## config.mk

```make
export PLATFORM = sky130hd
export DESIGN_NAME = fx2_stream_writer_flat
export DESIGN_NICKNAME = d
export VERILOG_FILES = /design/src/rtl/fx2_stream_writer_if.sv /design/src/rtl/fx2_stream_writer.sv /design/src/flat_wrapper.sv
export SDC_FILE = /design/constraint.sdc
export NUM_CORES = 1
export LEC_CHECK = 0
export CAP_MARGIN = 20
export CORE_MARGIN = 5
export CORE_UTILIZATION = 24
export DETAILED_ROUTE_END_ITERATION = 8
export PLACE_DENSITY = 0.41
export SLEW_MARGIN = 20
export SYNTH_ARGS = -nofsm -noshare
export SYNTH_HDL_FRONTEND = slang
export SYNTH_SLANG_ARGS = --single-unit
```

## constraint.sdc

```tcl
create_clock -name clk -period 8.9 [get_ports clk]
set_input_delay 1.78 -clock clk [delete_from_list [all_inputs] [get_ports clk]]
set_output_delay 1.78 -clock clk [all_outputs]
set_load 0.02 [all_outputs]
```

## src/rtl/fx2_stream_writer_if.sv

```systemverilog
// Sample-stream and FX2LP slave-FIFO signals of fx2_stream_writer.
// The writer block takes the slave modport; the FIR side and FX2 pins drive the master modport.
interface fx2_stream_writer_if;
  logic [31:0] in_data;
  logic        in_valid;
  logic        in_ready;
  logic        iq_swap;
  logic        full_n;
  logic [7:0]  fd;
  logic        slwr_n;
  logic        pktend_n;
  logic [15:0] ovf_count;

  modport master (
    output in_data, in_valid, iq_swap, full_n,
    input  in_ready, fd, slwr_n, pktend_n, ovf_count
  );

  modport slave (
    input  in_data, in_valid, iq_swap, full_n,
    output in_ready, fd, slwr_n, pktend_n, ovf_count
  );
endinterface

```

## src/rtl/fx2_stream_writer.sv

```systemverilog
// Word FIFO plus little-endian byte serializer feeding the FX2LP slave FIFO (one byte per IFCLK).
// Optional macro FX2_FLUSH_EN: commit a partial packet with PKTEND after FLUSH_TIMEOUT idle clocks.
module fx2_stream_writer #(
  parameter int DEPTH_LOG2    = 4,
  parameter int PKT_BYTES     = 512,
  parameter int FLUSH_TIMEOUT = 4800
) (
  input logic                clk,
  input logic                reset,
  fx2_stream_writer_if.slave bus
);
  localparam int DEPTH = 1 << DEPTH_LOG2;
  localparam int BCW   = $clog2(PKT_BYTES);
  localparam logic [BCW-1:0] BC_LAST = BCW'(PKT_BYTES - 1);

  typedef enum logic [2:0] {
    IDLE, B0, B1, B2, B3
`ifdef FX2_FLUSH_EN
    , PEND
`endif
  } state_e;

  function automatic logic [15:0] sat_inc16(input logic [15:0] v);
    return (v == 16'hFFFF) ? v : v + 16'd1;
  endfunction

  function automatic logic [31:0] swap_halves(input logic [31:0] w, input logic sw);
    return sw ? {w[15:0], w[31:16]} : w;
  endfunction

  state_e              state_q;
  logic [31:0]         mem_q [DEPTH];
  logic [DEPTH_LOG2:0] wr_ptr_q, rd_ptr_q;
  logic [31:0]         shreg_q;
  logic [7:0]          fd_q;
  logic                slwr_n_q;
  logic [15:0]         ovf_q;
  logic [BCW-1:0]      byte_cnt_q;

  logic                  fifo_empty, fifo_full;
  logic                  push, drop, pop;
  logic [DEPTH_LOG2-1:0] wr_idx, rd_idx;
  logic [31:0]           pop_word;

  // The extra pointer MSB distinguishes full from empty when the indices wrap onto each other.
  assign wr_idx     = wr_ptr_q[DEPTH_LOG2-1:0];
  assign rd_idx     = rd_ptr_q[DEPTH_LOG2-1:0];
  assign fifo_empty = (wr_ptr_q == rd_ptr_q);
  assign fifo_full  = (wr_ptr_q[DEPTH_LOG2] != rd_ptr_q[DEPTH_LOG2]) && (wr_idx == rd_idx);

  assign bus.in_ready = !fifo_full && !reset;
  assign push         = bus.in_valid && bus.in_ready;
  assign drop         = bus.in_valid && !bus.in_ready;
  assign pop          = ((state_q == IDLE) || (state_q == B3)) && !fifo_empty && bus.full_n;
  assign pop_word     = swap_halves(mem_q[rd_idx], bus.iq_swap);

  assign bus.fd        = fd_q;
  assign bus.slwr_n    = slwr_n_q;
  assign bus.ovf_count = ovf_q;

`ifdef FX2_FLUSH_EN
  localparam int TW = $clog2(FLUSH_TIMEOUT + 1);
  localparam logic [TW-1:0] TO_LAST = TW'(FLUSH_TIMEOUT - 1);

  logic [TW-1:0] timer_q;
  logic          pktend_n_q;
  logic          flush_cond;

  assign flush_cond   = (state_q == IDLE) && fifo_empty && (byte_cnt_q != '0) && !push;
  assign bus.pktend_n = pktend_n_q;
`else
  logic unused_flush;

  // Without the flush feature the byte count and timeout have no consumer.
  assign unused_flush = ^{byte_cnt_q, 32'(FLUSH_TIMEOUT)};
  assign bus.pktend_n = 1'b1;
`endif

  always_ff @(posedge clk) begin
    if (push) mem_q[wr_idx] <= bus.in_data;
  end

  always_ff @(posedge clk) begin
    if (reset) begin
      state_q    <= IDLE;
      wr_ptr_q   <= '0;
      rd_ptr_q   <= '0;
      fd_q       <= 8'h00;
      slwr_n_q   <= 1'b1;
      ovf_q      <= '0;
      byte_cnt_q <= '0;
`ifdef FX2_FLUSH_EN
      timer_q    <= '0;
      pktend_n_q <= 1'b1;
`endif
    end else begin
      if (push) wr_ptr_q <= wr_ptr_q + 1'b1;
      if (pop)  rd_ptr_q <= rd_ptr_q + 1'b1;
      if (drop) ovf_q    <= sat_inc16(ovf_q);
      if (!slwr_n_q) byte_cnt_q <= (byte_cnt_q == BC_LAST) ? '0 : byte_cnt_q + 1'b1;
`ifdef FX2_FLUSH_EN
      if (!flush_cond)            timer_q <= '0;
      else if (timer_q != TO_LAST) timer_q <= timer_q + 1'b1;
`endif
      unique case (state_q)
        IDLE: begin
          if (pop) begin
            state_q  <= B0;
            shreg_q  <= pop_word >> 8;
            fd_q     <= pop_word[7:0];
            slwr_n_q <= 1'b0;
          end
`ifdef FX2_FLUSH_EN
          else if (flush_cond && (timer_q == TO_LAST) && bus.full_n) begin
            state_q    <= PEND;
            pktend_n_q <= 1'b0;
          end
`endif
        end
        B0, B1, B2: begin
          state_q <= (state_q == B0) ? B1 : (state_q == B1) ? B2 : B3;
          fd_q    <= shreg_q[7:0];
          shreg_q <= shreg_q >> 8;
        end
        B3: begin
          if (pop) begin
            state_q <= B0;
            shreg_q <= pop_word >> 8;
            fd_q    <= pop_word[7:0];
          end else begin
            state_q  <= IDLE;
            slwr_n_q <= 1'b1;
          end
        end
`ifdef FX2_FLUSH_EN
        PEND: begin
          state_q    <= IDLE;
          pktend_n_q <= 1'b1;
          byte_cnt_q <= '0;
        end
`endif
        default: begin
          state_q  <= IDLE;
          slwr_n_q <= 1'b1;
        end
      endcase
    end
  end
endmodule

```

## src/flat_wrapper.sv

```systemverilog
// flat-port wrapper written by rule: the top's interface ports become plain ports
module fx2_stream_writer_flat 
#(
  parameter int DEPTH_LOG2    = 4,
  parameter int PKT_BYTES     = 512,
  parameter int FLUSH_TIMEOUT = 4800
)
  (clk, reset, bus_in_data, bus_in_valid, bus_iq_swap, bus_full_n, bus_in_ready, bus_fd, bus_slwr_n, bus_pktend_n, bus_ovf_count);
  fx2_stream_writer_if bus_i ();
  input logic clk;
  input logic reset;
  input wire logic [$bits(bus_i.in_data)-1:0] bus_in_data;
  input wire logic [$bits(bus_i.in_valid)-1:0] bus_in_valid;
  input wire logic [$bits(bus_i.iq_swap)-1:0] bus_iq_swap;
  input wire logic [$bits(bus_i.full_n)-1:0] bus_full_n;
  output wire logic [$bits(bus_i.in_ready)-1:0] bus_in_ready;
  output wire logic [$bits(bus_i.fd)-1:0] bus_fd;
  output wire logic [$bits(bus_i.slwr_n)-1:0] bus_slwr_n;
  output wire logic [$bits(bus_i.pktend_n)-1:0] bus_pktend_n;
  output wire logic [$bits(bus_i.ovf_count)-1:0] bus_ovf_count;
  assign bus_i.in_data = bus_in_data;
  assign bus_i.in_valid = bus_in_valid;
  assign bus_i.iq_swap = bus_iq_swap;
  assign bus_i.full_n = bus_full_n;
  assign bus_in_ready = bus_i.in_ready;
  assign bus_fd = bus_i.fd;
  assign bus_slwr_n = bus_i.slwr_n;
  assign bus_pktend_n = bus_i.pktend_n;
  assign bus_ovf_count = bus_i.ovf_count;
  fx2_stream_writer #(.DEPTH_LOG2(DEPTH_LOG2), .PKT_BYTES(PKT_BYTES), .FLUSH_TIMEOUT(FLUSH_TIMEOUT)) u_core (.clk(clk), .reset(reset), .bus(bus_i));
endmodule
```

==> impl_summary.txt <==
----------------------------------------------------
[Flow run]
  Max Cap Violations ... 0

[Floorplan]
  Top-level port count ... 64
  Initial core utilization ... 0.241
  Full die area ... 103000 um2
  Core outline area ... 96300 um2
  Die Span X ... 321 um
  Core Rows ... 114
  Die Height ... 321 um

[Detailed routing]
  Drc violations ... 0
  Top layer used by detailed routing ... met5
  DRT met1 WL ... 26900 um
  Detailed route wirelength on metal3 ... 2090 um
  DR vias/cell ... 4.35
  Number of antenna-violating nets in the routed design ... 0
  Initial DRC count ... 735
  Routed length per instance ... 22.6 um
  Total iterations of the first detailed-routing run ... 4
  Routed length on met2 ... 27800 um
  WL final ... 57700 um
  Total number of vias ... 11.1k

[Synthesis]
  Area share of the largest cell type after synthesis ... 0.695
  Yosys warning total ... 0
  Synthesized netlist cell count ... 1125
  Mapped Avg Cell Area ... 20.6 um2
  Mapped Area ... 23200 um2
  Unique cell type count in the Yosys netlist ... 49
  Number of storage elements in the synthesis netlist ... 578
  Seq/Total Area, Yosys ... 0.731
  Largest cells by area after synthesis ... edfxtp_1 69%, mux4_2 16%, dfxtp_1 3.6%, mux2i_1 2.6%, mux2_2 0.97%
  Cell taking the most area after synthesis ... edfxtp_1
  Net Count, Synth ... 1168

[Placement]
  Post-DP Area ... 25300 um2
  Count of buffers from port buffering ... 62
  Weighted congestion reported at the end of routability-driven placement ... 0.743
  DP HPWL ... 32400 um

[Clock network]
  H-Tree Depth ... 3
  Post-CTS setup buffer count ... 0
  Clock transition time at the flip-flop clock pins of the worst setup and hold paths ... 0.06 ns
  Hold_buf cts ... 0
  Clock tree from TritonCTS ... done
  Clk_lat worst skew ... 0.61 ns
  Number of sinks handled by clock tree synthesis ... 578
  Post-CTS resize count ... 0
  Root Buffer Master ... clkbuf_16
  Buffer levels on the longest clock path ... 3
  Num CTS Buffers ... 67

[Final layout]
  Synthesis-to-finish area growth ... 18.2%
  Fraction of layout cells with a size suffix above 1 ... 0.263
  Count of nets after finishing ... 1264
  N_diodes ... 0
  Finished layout cell area ... 27400 um2
  Fill cell count ... 9487

[Power]
  Total power density per cell area ... 236 nW/um2
  Worst IR Drop VDD ... 0.121 mV
  Leakage power of the design ... 0.00821 uW

[Setup path]
  Critical path peak fanout ... 51
  Critical-path top delay cell ... clkdlybuf4s50_1
  Classification of the worst setup path ... input pin to output port
  Required arrival time at the worst endpoint ... 7.12 ns
  Maximum single-stage delay on the critical path ... 0.67 ns
  Worst endpoint data arrival time ... 3.41 ns
  Worst setup SP type ... input pin
  Worst path bufs/invs ... 4
  List of cells traversed by the critical path ... buf_2, buf_4, a21o_4, inv_2, clkdlybuf4s50_1
  Worst Setup End Kind ... output port
  CP top delay family ... buffers and inverters

[Timing]
  Number of pins with negative max-slew slack in the final report ... 0
  Worst slew margin relative to its limit ... 0.376
  Hold Vio Cnt, Final ... 0
  Final setup vio count ... 0
  Sum of negative setup slack ... 0 ns
  Fraction of the cycle the final worst path needs ... 0.583
  Setup repair after global routing missed its margin ... false
  Worst Tran Pin Value ... 0.937 ns
  Time the final worst path needs with I/O delays and setup ... 5.19 ns
  Clock Skew ... 0.0172 ns
  Peak clock frequency supported by timing ... 193 MHz

[GRT]
  GRT overflow ... 0
  Total track usage ... 0.111
  Number of antenna violations at the first check in global routing ... 4
  First-pass GRT wire length ... 83800 um
  Number of global-route vias before repair ... 11.6k
  Largest net degree at the start of global routing ... 54

[Status]
  Result of the run ... complete, no violations

[Min path]
  Class of the tightest hold or removal check ... flop to flop

----------------------------------------------------
## per-layer routing
metal,track usage,up-vias
met4,0.0304,4
li1,-,4872
met5,0,-
met2,0.182,175
met3,0.0196,75
met1,0.154,5961
## cells in the final DEF (no fill, tap or decap), drive strengths merged, types with 4 or more instances in the layout
cell	count
edfxtp	536
mux4	162
clkbuf	81
mux2i	60
clkdlybuf4s50	60
dfxtp	42
nand2	37
nor2	36
buf	30
clkinv	30
o21ai	21
mux2	20
and3	16
a21oi	15
inv	15
nor2b	10
nand3	10
or4	9
nor3	9
xor2	6
xnor2	6
o31ai	6
ha	6
nor4	6
nand2b	5
a211o	5
bufinv	5
nand4	4
## area by class of cell
type | instances | area [um2] | area share
Clock inverter | 42 | 375 | 0.0137
Clock buffer | 81 | 1760 | 0.0643
Tap cell | 1276 | 1600 | 0.0583
Sequential cell | 578 | 16900 | 0.619
Inverter | 10 | 37.5 | 0.00137
Multi-Input combinational cell | 474 | 5850 | 0.214
Timing Repair Buffer | 90 | 821 | 0.0300
## flip-flops by register name, indices dropped and copies added, names as in the netlist, named ones only
signal and cells:
u_core.bus.slwr_n 1, u_core.shreg_q 24, u_core.rd_ptr_q 5, u_core.bus.ovf_count 16, u_core.mem_q 512, u_core.state_q 3
u_core.wr_ptr_q 5, u_core.bus.fd 8
## path summary, 6_finish.rpt
path                                       start                to  slack (ns)  cells past startpoint
worst max-delay path                       reset      bus_in_ready        3.71                      5
worst min-delay path            u_core.bus.fd[7]  u_core.bus.fd[7]        0.46                      2
worst min register to register  u_core.bus.fd[7]  u_core.bus.fd[7]        0.46                      2
worst max register to register              flop  u_core.bus.fd[0]        5.46                      6
## tightest hold or removal path, cell delays in order, from the launching register on
cell and delay [ns]:
dfxtp_1 0.31, nand2_1 0.05, a21oi_1 0.05
## through the flow
| step | power [uW] | hold WS [ns] | utilization | instances | worst slack, ns |
|---|---|---|---|---|---|
| CTS | 6560 | 0.466 | 0.284 | 2551 | 3.72 |
| floorplan | 3580 | 0.456 | - | 1125 | 3.66 |
| detailed placement | 3850 | 0.457 | 0.262 | 2428 | 3.72 |
| finish | 6450 | 0.463 | 0.284 | 2551 | 3.71 |
| global route | 6720 | 0.488 | 0.284 | 2551 | 3.64 |
| global placement | 3840 | 0.463 | 0.262 | 2428 | 3.75 |
## report_power, final
group / total (uW) / switching, uW / leakage (uW) / internal [uW]
Clock: 2680 / 1110 / 0.00105 / 1570
Combinational: 641 / 360 / 0.00199 / 281
Sequential: 3130 / 72.2 / 0.00518 / 3060
Total: 6450 / 1550 / 0.00821 / 4910
## synth_stat cells, drive strengths merged
| cell | n |
|---|---|
| or3 | 2 |
| nor2b | 10 |
| nand2b | 5 |
| nor4 | 6 |
| or4 | 9 |
| inv | 10 |
| a2111oi | 2 |
| o31ai | 6 |
| a22o | 1 |
| nor4b | 1 |
| and2 | 1 |
| mux4 | 162 |
| or2 | 1 |
| o21a | 2 |
| a221oi | 3 |
| nand4 | 4 |
| nand2 | 37 |
| a31oi | 1 |
| ha | 6 |
| nand3 | 10 |
| a21oi | 15 |
| a311oi | 1 |
| and3 | 16 |
| xor2 | 6 |
| edfxtp | 536 |
| mux2 | 20 |
| o22ai | 3 |
| clkbuf | 21 |
| a211o | 5 |
| dfxtp | 42 |
| conb | 1 |
| buf | 42 |
| or3b | 1 |
| a21o | 2 |
| xnor2 | 6 |
| mux2i | 60 |
| o21ai | 21 |
| nor3 | 9 |
| a211oi | 2 |
| o21bai | 1 |
| nor2 | 36 |
## cells by family (layout without fill, tap and decap cells)
family / Yosys count / after routing / synth area share
flops: 578 / 578 / 0.731
mux: 242 / 242 / 0.193
simple gates: 148 / 148 / 0.0324
buf+inv: 73 / 223 / 0.0178
compound gates: 65 / 65 / 0.0179
xor+xnor: 12 / 12 / 0.00454
fa+ha+maj: 6 / 6 / 0.00324
other cells: 1 / 1 / 0.000162
(Power assumes the default switching activity.)
